==> config.mk <==
export PLATFORM = sky130hd
export DESIGN_NAME = id_ex_operand_stage
export DESIGN_NICKNAME = d
export VERILOG_FILES = /design/src/rtl/cpu_types_pkg.sv /design/src/rtl/forward_unit.sv /design/src/rtl/id_ex_operand_stage.sv
export SDC_FILE = /design/constraint.sdc
export NUM_CORES = 1
export LEC_CHECK = 0
export BUFFER_PORTS_ARGS = -buffer_cell sky130_fd_sc_hd__buf_2
export CAP_MARGIN = 15
export CORE_MARGIN = 4
export CORE_UTILIZATION = 40
export DETAILED_ROUTE_END_ITERATION = 8
export GPL_TIMING_DRIVEN = 0
export MAX_ROUTING_LAYER = met4
export PLACE_DENSITY = 0.65
export SETUP_SLACK_MARGIN = 0.3
export SLEW_MARGIN = 10
export SYNTH_ARGS = -nofsm -noshare
export SYNTH_HDL_FRONTEND = slang
export SYNTH_SLANG_ARGS = --single-unit
export TNS_END_PERCENT = 20
==> constraint.sdc <==
create_clock -name CLK -period 5.7 [get_ports CLK]
set_clock_uncertainty 0.2 [all_clocks]
set_input_delay 0.285 -clock CLK [delete_from_list [all_inputs] [get_ports CLK]]
set_output_delay 0.285 -clock CLK [all_outputs]
set_load 0.1 [all_outputs]
==> src/rtl/cpu_types_pkg.sv <==
// Shared CPU datapath types: word/register aliases, ALU opcodes, forwarding
// selectors and the packed ID/EX latch layout.
package cpu_types_pkg;

  localparam int WORD_W = 32;
  localparam int REG_W  = 5;

  typedef logic [WORD_W-1:0] word_t;
  typedef logic [REG_W-1:0]  regbits_t;

  typedef enum logic [3:0] {
    ALU_SLL  = 4'd0,
    ALU_SRL  = 4'd1,
    ALU_SRA  = 4'd2,
    ALU_ADD  = 4'd3,
    ALU_SUB  = 4'd4,
    ALU_AND  = 4'd5,
    ALU_OR   = 4'd6,
    ALU_XOR  = 4'd7,
    ALU_NOR  = 4'd8,
    ALU_SLT  = 4'd9,
    ALU_SLTU = 4'd10
  } aluop_t;

  typedef enum logic [1:0] {
    FWD_NONE  = 2'd0,
    FWD_EXMEM = 2'd1,
    FWD_MEMWB = 2'd2
  } fwd_sel_t;

  typedef struct packed {
    logic     valid;
    aluop_t   aluop;
    regbits_t rs;
    regbits_t rt;
    word_t    rdat1;
    word_t    rdat2;
    word_t    imm;
    logic     alusrc;
    logic     shift;
    regbits_t wsel;
    logic     regwen;
    logic     memread;
  } id_ex_t;

endpackage

==> src/rtl/forward_unit.sv <==
// Per-operand forwarding decision: the youngest in-flight writer of the source
// register wins; register $0 is never forwarded.
module forward_unit
  import cpu_types_pkg::*;
(
  input  regbits_t src_reg_i,
  input  logic     exmem_regwen_i,
  input  regbits_t exmem_wsel_i,
  input  word_t    exmem_wdat_i,
  input  logic     memwb_regwen_i,
  input  regbits_t memwb_wsel_i,
  input  word_t    memwb_wdat_i,
  output fwd_sel_t sel_o,
  output word_t    data_o
);

  // data_o carries the winning source's value; meaningless when sel_o is FWD_NONE.
  always_comb begin
    sel_o  = FWD_NONE;
    data_o = memwb_wdat_i;
    if (exmem_regwen_i && (exmem_wsel_i != '0) && (exmem_wsel_i == src_reg_i)) begin
      sel_o  = FWD_EXMEM;
      data_o = exmem_wdat_i;
    end else if (memwb_regwen_i && (memwb_wsel_i != '0) && (memwb_wsel_i == src_reg_i)) begin
      sel_o  = FWD_MEMWB;
      data_o = memwb_wdat_i;
    end
  end

endmodule

==> src/rtl/id_ex_operand_stage.sv <==
// ID/EX pipeline register with EX-side operand forwarding, immediate/shift
// muxing into the ALU ports, and single-bubble load-use hazard detection.
module id_ex_operand_stage
  import cpu_types_pkg::*;
#(
  parameter int NREG = 32,
  parameter int WORD = 32
) (
  input  logic                     CLK,
  input  logic                     RST,
  input  logic                     id_valid,
  input  aluop_t                   id_aluop,
  input  logic [$clog2(NREG)-1:0]  id_rs,
  input  logic [$clog2(NREG)-1:0]  id_rt,
  input  logic [WORD-1:0]          id_rdat1,
  input  logic [WORD-1:0]          id_rdat2,
  input  logic [WORD-1:0]          id_imm,
  input  logic                     id_alusrc,
  input  logic                     id_shift,
  input  logic                     id_uses_rt,
  input  logic [$clog2(NREG)-1:0]  id_wsel,
  input  logic                     id_regwen,
  input  logic                     id_memread,
  input  logic                     exmem_regwen,
  input  logic [$clog2(NREG)-1:0]  exmem_wsel,
  input  logic [WORD-1:0]          exmem_wdat,
  input  logic                     memwb_regwen,
  input  logic [$clog2(NREG)-1:0]  memwb_wsel,
  input  logic [WORD-1:0]          memwb_wdat,
  input  logic                     ex_stall,
  input  logic                     flush,
  output logic                     hazard_stall,
  output aluop_t                   ALUOP,
  output logic [WORD-1:0]          PortA,
  output logic [WORD-1:0]          PortB,
  output logic [WORD-1:0]          ex_storedat,
  output logic                     ex_valid,
  output logic [$clog2(NREG)-1:0]  ex_wsel,
  output logic                     ex_regwen,
  output logic                     ex_memread
);

  id_ex_t   ex_q, ex_d;
  fwd_sel_t sel_a, sel_b;
  word_t    src_a, src_b;
  word_t    fwd_a, fwd_b;
  logic     load_use;

  assign load_use = ex_q.valid & ex_q.memread & (ex_q.wsel != '0) & id_valid &
                    ((ex_q.wsel == id_rs) | (id_uses_rt & (ex_q.wsel == id_rt)));
  // A frozen or squashed ID instruction cannot be the victim of a load-use.
  assign hazard_stall = load_use & ~ex_stall & ~flush;

  always_comb begin
    ex_d = '{valid:   id_valid,
             aluop:   id_aluop,
             rs:      id_rs,
             rt:      id_rt,
             rdat1:   id_rdat1,
             rdat2:   id_rdat2,
             imm:     id_imm,
             alusrc:  id_alusrc,
             shift:   id_shift,
             wsel:    id_wsel,
             regwen:  id_regwen,
             memread: id_memread};
    if (flush || hazard_stall) begin
      ex_d.valid   = 1'b0;
      ex_d.regwen  = 1'b0;
      ex_d.memread = 1'b0;
    end
  end

  // ID -> EX boundary
  always_ff @(posedge CLK) begin
    if (RST) begin
      ex_q <= '0;
    end else if (!ex_stall) begin
      ex_q <= ex_d;
    end
  end

  forward_unit u_fwd_a (
    .src_reg_i      (ex_q.rs),
    .exmem_regwen_i (exmem_regwen),
    .exmem_wsel_i   (exmem_wsel),
    .exmem_wdat_i   (exmem_wdat),
    .memwb_regwen_i (memwb_regwen),
    .memwb_wsel_i   (memwb_wsel),
    .memwb_wdat_i   (memwb_wdat),
    .sel_o          (sel_a),
    .data_o         (src_a)
  );

  forward_unit u_fwd_b (
    .src_reg_i      (ex_q.rt),
    .exmem_regwen_i (exmem_regwen),
    .exmem_wsel_i   (exmem_wsel),
    .exmem_wdat_i   (exmem_wdat),
    .memwb_regwen_i (memwb_regwen),
    .memwb_wsel_i   (memwb_wsel),
    .memwb_wdat_i   (memwb_wdat),
    .sel_o          (sel_b),
    .data_o         (src_b)
  );

  assign fwd_a = (sel_a == FWD_NONE) ? ex_q.rdat1 : src_a;
  assign fwd_b = (sel_b == FWD_NONE) ? ex_q.rdat2 : src_b;

  assign ALUOP       = ex_q.aluop;
  assign PortA       = ex_q.shift ? fwd_b : fwd_a;
  assign PortB       = (ex_q.alusrc || ex_q.shift) ? ex_q.imm : fwd_b;
  assign ex_storedat = fwd_b;
  assign ex_valid    = ex_q.valid;
  assign ex_wsel     = ex_q.wsel;
  assign ex_regwen   = ex_q.regwen & ex_q.valid;
  assign ex_memread  = ex_q.memread & ex_q.valid;

endmodule
==> results.json <==
{
  "crit_type": "reg2out",
  "netSwitchingPower_uw": 1260,
  "drive_gt1_frac": 0.322,
  "grt_antenna_before_repair": 3,
  "cts_sinks": 120,
  "critPathLaunch": "ex_q[108]",
  "area_growth_pct": 50.0,
  "reg2reg_depth": 5,
  "syn_inst": 810,
  "total_power_uw": 3090,
  "internal_power_uw": 1830,
  "setup_viol": 0,
  "synth_cell_types": 39,
  "crit_path_end_kind": "primary output",
  "initial_core_util": 0.412,
  "peakVddDrop_uv": 221,
  "cts_tree": "built",
  "p_leak_uw": 0.00501,
  "period_share": 0.687,
  "dp_hpwl_mm": 23.2,
  "cp.arrival_ns": 3.43,
  "cts_max_path_buffers": 2,
  "post_cts.repair.setup_buffers": 0,
  "die-area_um2": 20200,
  "nets": 1458,
  "overflow": 0,
  "drv_slew": 0,
  "viasPerCell": 5.59,
  "rr_endpoint": "ex_valid",
  "core-area_um2": 17400,
  "r2r_setup_slack_ns": 4.05,
  "tightestPinTransition_ns": 1.03,
  "clock.fmax_ghz": 0.256,
  "swShare": 0.408,
  "synth-seq-cells": 120,
  "stdcell_count": 1495,
  "status": "complete, no violations",
  "via_count": 8364,
  "synth_warnings": 0,
  "ant_nets": 0,
  "required_ns": 5.22,
  "fin_area_um2": 10800,
  "post_cts_resized": 0,
  "htreeDepth": 4,
  "totalWireLength_mm": 31.7,
  "synth_area_um2": 7180,
  "dr.pass1.iters": 6,
  "endpoint": "PortA[30]",
  "synth_seq_area_share": 0.335,
  "syn_nets": 1011,
  "track_usage": 0.315,
  "gp_congestion": 0.941,
  "place_inst": 1343,
  "die_y_um": 142,
  "syn_area_per_cell_um2": 8.86,
  "postPlaceCellArea_um2": 9000,
  "cap_violations": 0,
  "worst_r2r_startpoint": "ex_wsel[0]",
  "rsz0062_at_grt": "false",
  "clock-root-buffer": "clkbuf_16",
  "drc": 0,
  "hold_viol": 0,
  "drtIter0Drc": 604,
  "clk_pin_slew_ns": 0.06,
  "io_buffers": 308,
  "hold_buffers": 120,
  "period_needed_ns": 3.91,
  "nFillCells": 1550,
  "ioPinCount": 310,
  "grt_pass1_wl_mm": 47.7,
  "clock_power_share": 0.333,
  "die_w_um": 142,
  "final_cell_mix": "321 x buf_2, 124 x nor2_1, 120 x dfxtp_1, 120 x dlygate4sd3_1, 117 x mux2i_1",
  "grt_pass1_vias": 8606,
  "start_kind": "flop",
  "avgRoutedWirePerCell_um": 21.2,
  "rows": 48,
  "pwr-share-seq": 0.299,
  "finalSetupTns_ns": 0,
  "cts_made_buffers": 17,
  "crit_fanout": 10,
  "clock_latency_ns": 0.42,
  "power.density_nw_per_um2": 287,
  "final_common_cell": "buf_2",
  "grt_max_degree": 17,
  "power_frac_comb": 0.367,
  "relSlewSlack": 0.309,
  "hold_class": "in2reg"
}
==> synth_stat cells <==
cell         n  share of area
inv_1        3         0.0016
a22o_1       2         0.0024
and4b_1      1         0.0014
o21ai_2      1         0.0012
dfxtp_1    120           0.33
buf_2       13         0.0091
o22ai_1      1        0.00087
o211ai_1     1         0.0010
or2_1        1        0.00087
mux2_2      32          0.050
buf_1       10         0.0052
o21a_1       1         0.0010
nor3b_1      1         0.0010
o32ai_1      3         0.0037
nand2_1      6         0.0031
or2_2        2         0.0017
a31oi_1     22          0.019
buf_4       11          0.012
a311o_1      1         0.0014
o31ai_1     32          0.033
a31oi_2     10          0.017
mux2i_1    117           0.16
or3_1        1        0.00087
o21bai_1    30          0.031
a221oi_1    30          0.037
xor2_1      10          0.012
and2_1       2         0.0017
a221o_1      2         0.0028
nand3_1      2         0.0014
and3_1      32          0.028
o211ai_2     1         0.0017
buf_6        2         0.0031
nor3_1      37          0.026
xnor2_1     20          0.024
nand4_1     35          0.030
or4_1        2         0.0021
o2bb2ai_1   30          0.037
clkbuf_1    59          0.031
nor2_1     124          0.065
==> sequential cells by signal (all words and copies together), names as in the netlist <==
| signal | count |
|---|---|
| ex_q | 110 |
| ex_valid | 1 |
| ex_wsel | 5 |
| ALUOP | 4 |
==> power by group through the flow <==
stage	registers (µW)	clock network, µW	logic [µW]
after floorplan	931	0	807
after global placement	940	0	1050
after global routing	930	1080	1180
after detailed placement	941	0	1050
final	924	1030	1130
after CTS	923	1040	1120
==> layer usage <==
metal  global-route usage  up-vias  share of wire
met2                0.521      484           0.48
met4                0.147        0          0.041
met1                0.370     3877           0.40
met5                    -        -              0
met3               0.0598       95          0.082
li1                     -     3908              -
==> critical path, cell delays in order, from the launching register on <==
cell and delay (ns):
dfxtp_1 0.34, xor2_1 0.18, nor3_1 0.68, clkbuf_1 0.44
nand4_1 0.14, a31oi_1 0.51, o2bb2ai_1 0.24, buf_2 0.48
==> worst min path at each step <==
stage,start,to,slack [ns],cells past startpoint
floorplan,id_aluop[0],ALUOP[0],0.23,2
global route,flush,ex_q[0],0.10,3
detailed placement,ex_q[1],ex_q[1],0.28,2
global placement,ex_q[1],ex_q[1],0.27,2
finish,flush,ex_q[0],0.06,3
CTS,flush,ex_valid,0.04,3
==> through the flow <==
step	setup slack [ns]	hold slack, ns	utilization
after floorplan	1.25	0.229	-
after global placement	2.19	0.268	0.517
after detailed placement	2.21	0.277	0.517
after CTS	1.82	0.0361	0.618
after global routing	1.63	0.102	0.618
final	1.79	0.0567	0.618
==> cell families (layout without fill, tap and decap cells) <==
logic type | Yosys count | in the layout | share of synthesized area
AOI/OAI and AO/OA | 167 | 167 | 0.191
DFF | 120 | 120 | 0.335
xor gates and xnor gates | 30 | 30 | 0.0366
and+or+nand+nor | 246 | 246 | 0.163
buffers and inverters | 98 | 555 | 0.0613
muxes | 149 | 149 | 0.213
other | 0 | 3 | 0
==> layout make-up <==
class,count,area [µm²],area share
diodes,3,7.51,0.000697
multi-input cells,592,4340,0.403
plain buffers,95,429,0.0399
clock inverters,7,71.3,0.00662
repair buffers,428,2740,0.255
flip-flops and latches,120,2400,0.223
well taps,225,282,0.0261
clock buffers,22,484,0.0450
inverters,3,11.3,0.00105
(Power assumes the default switching activity.)
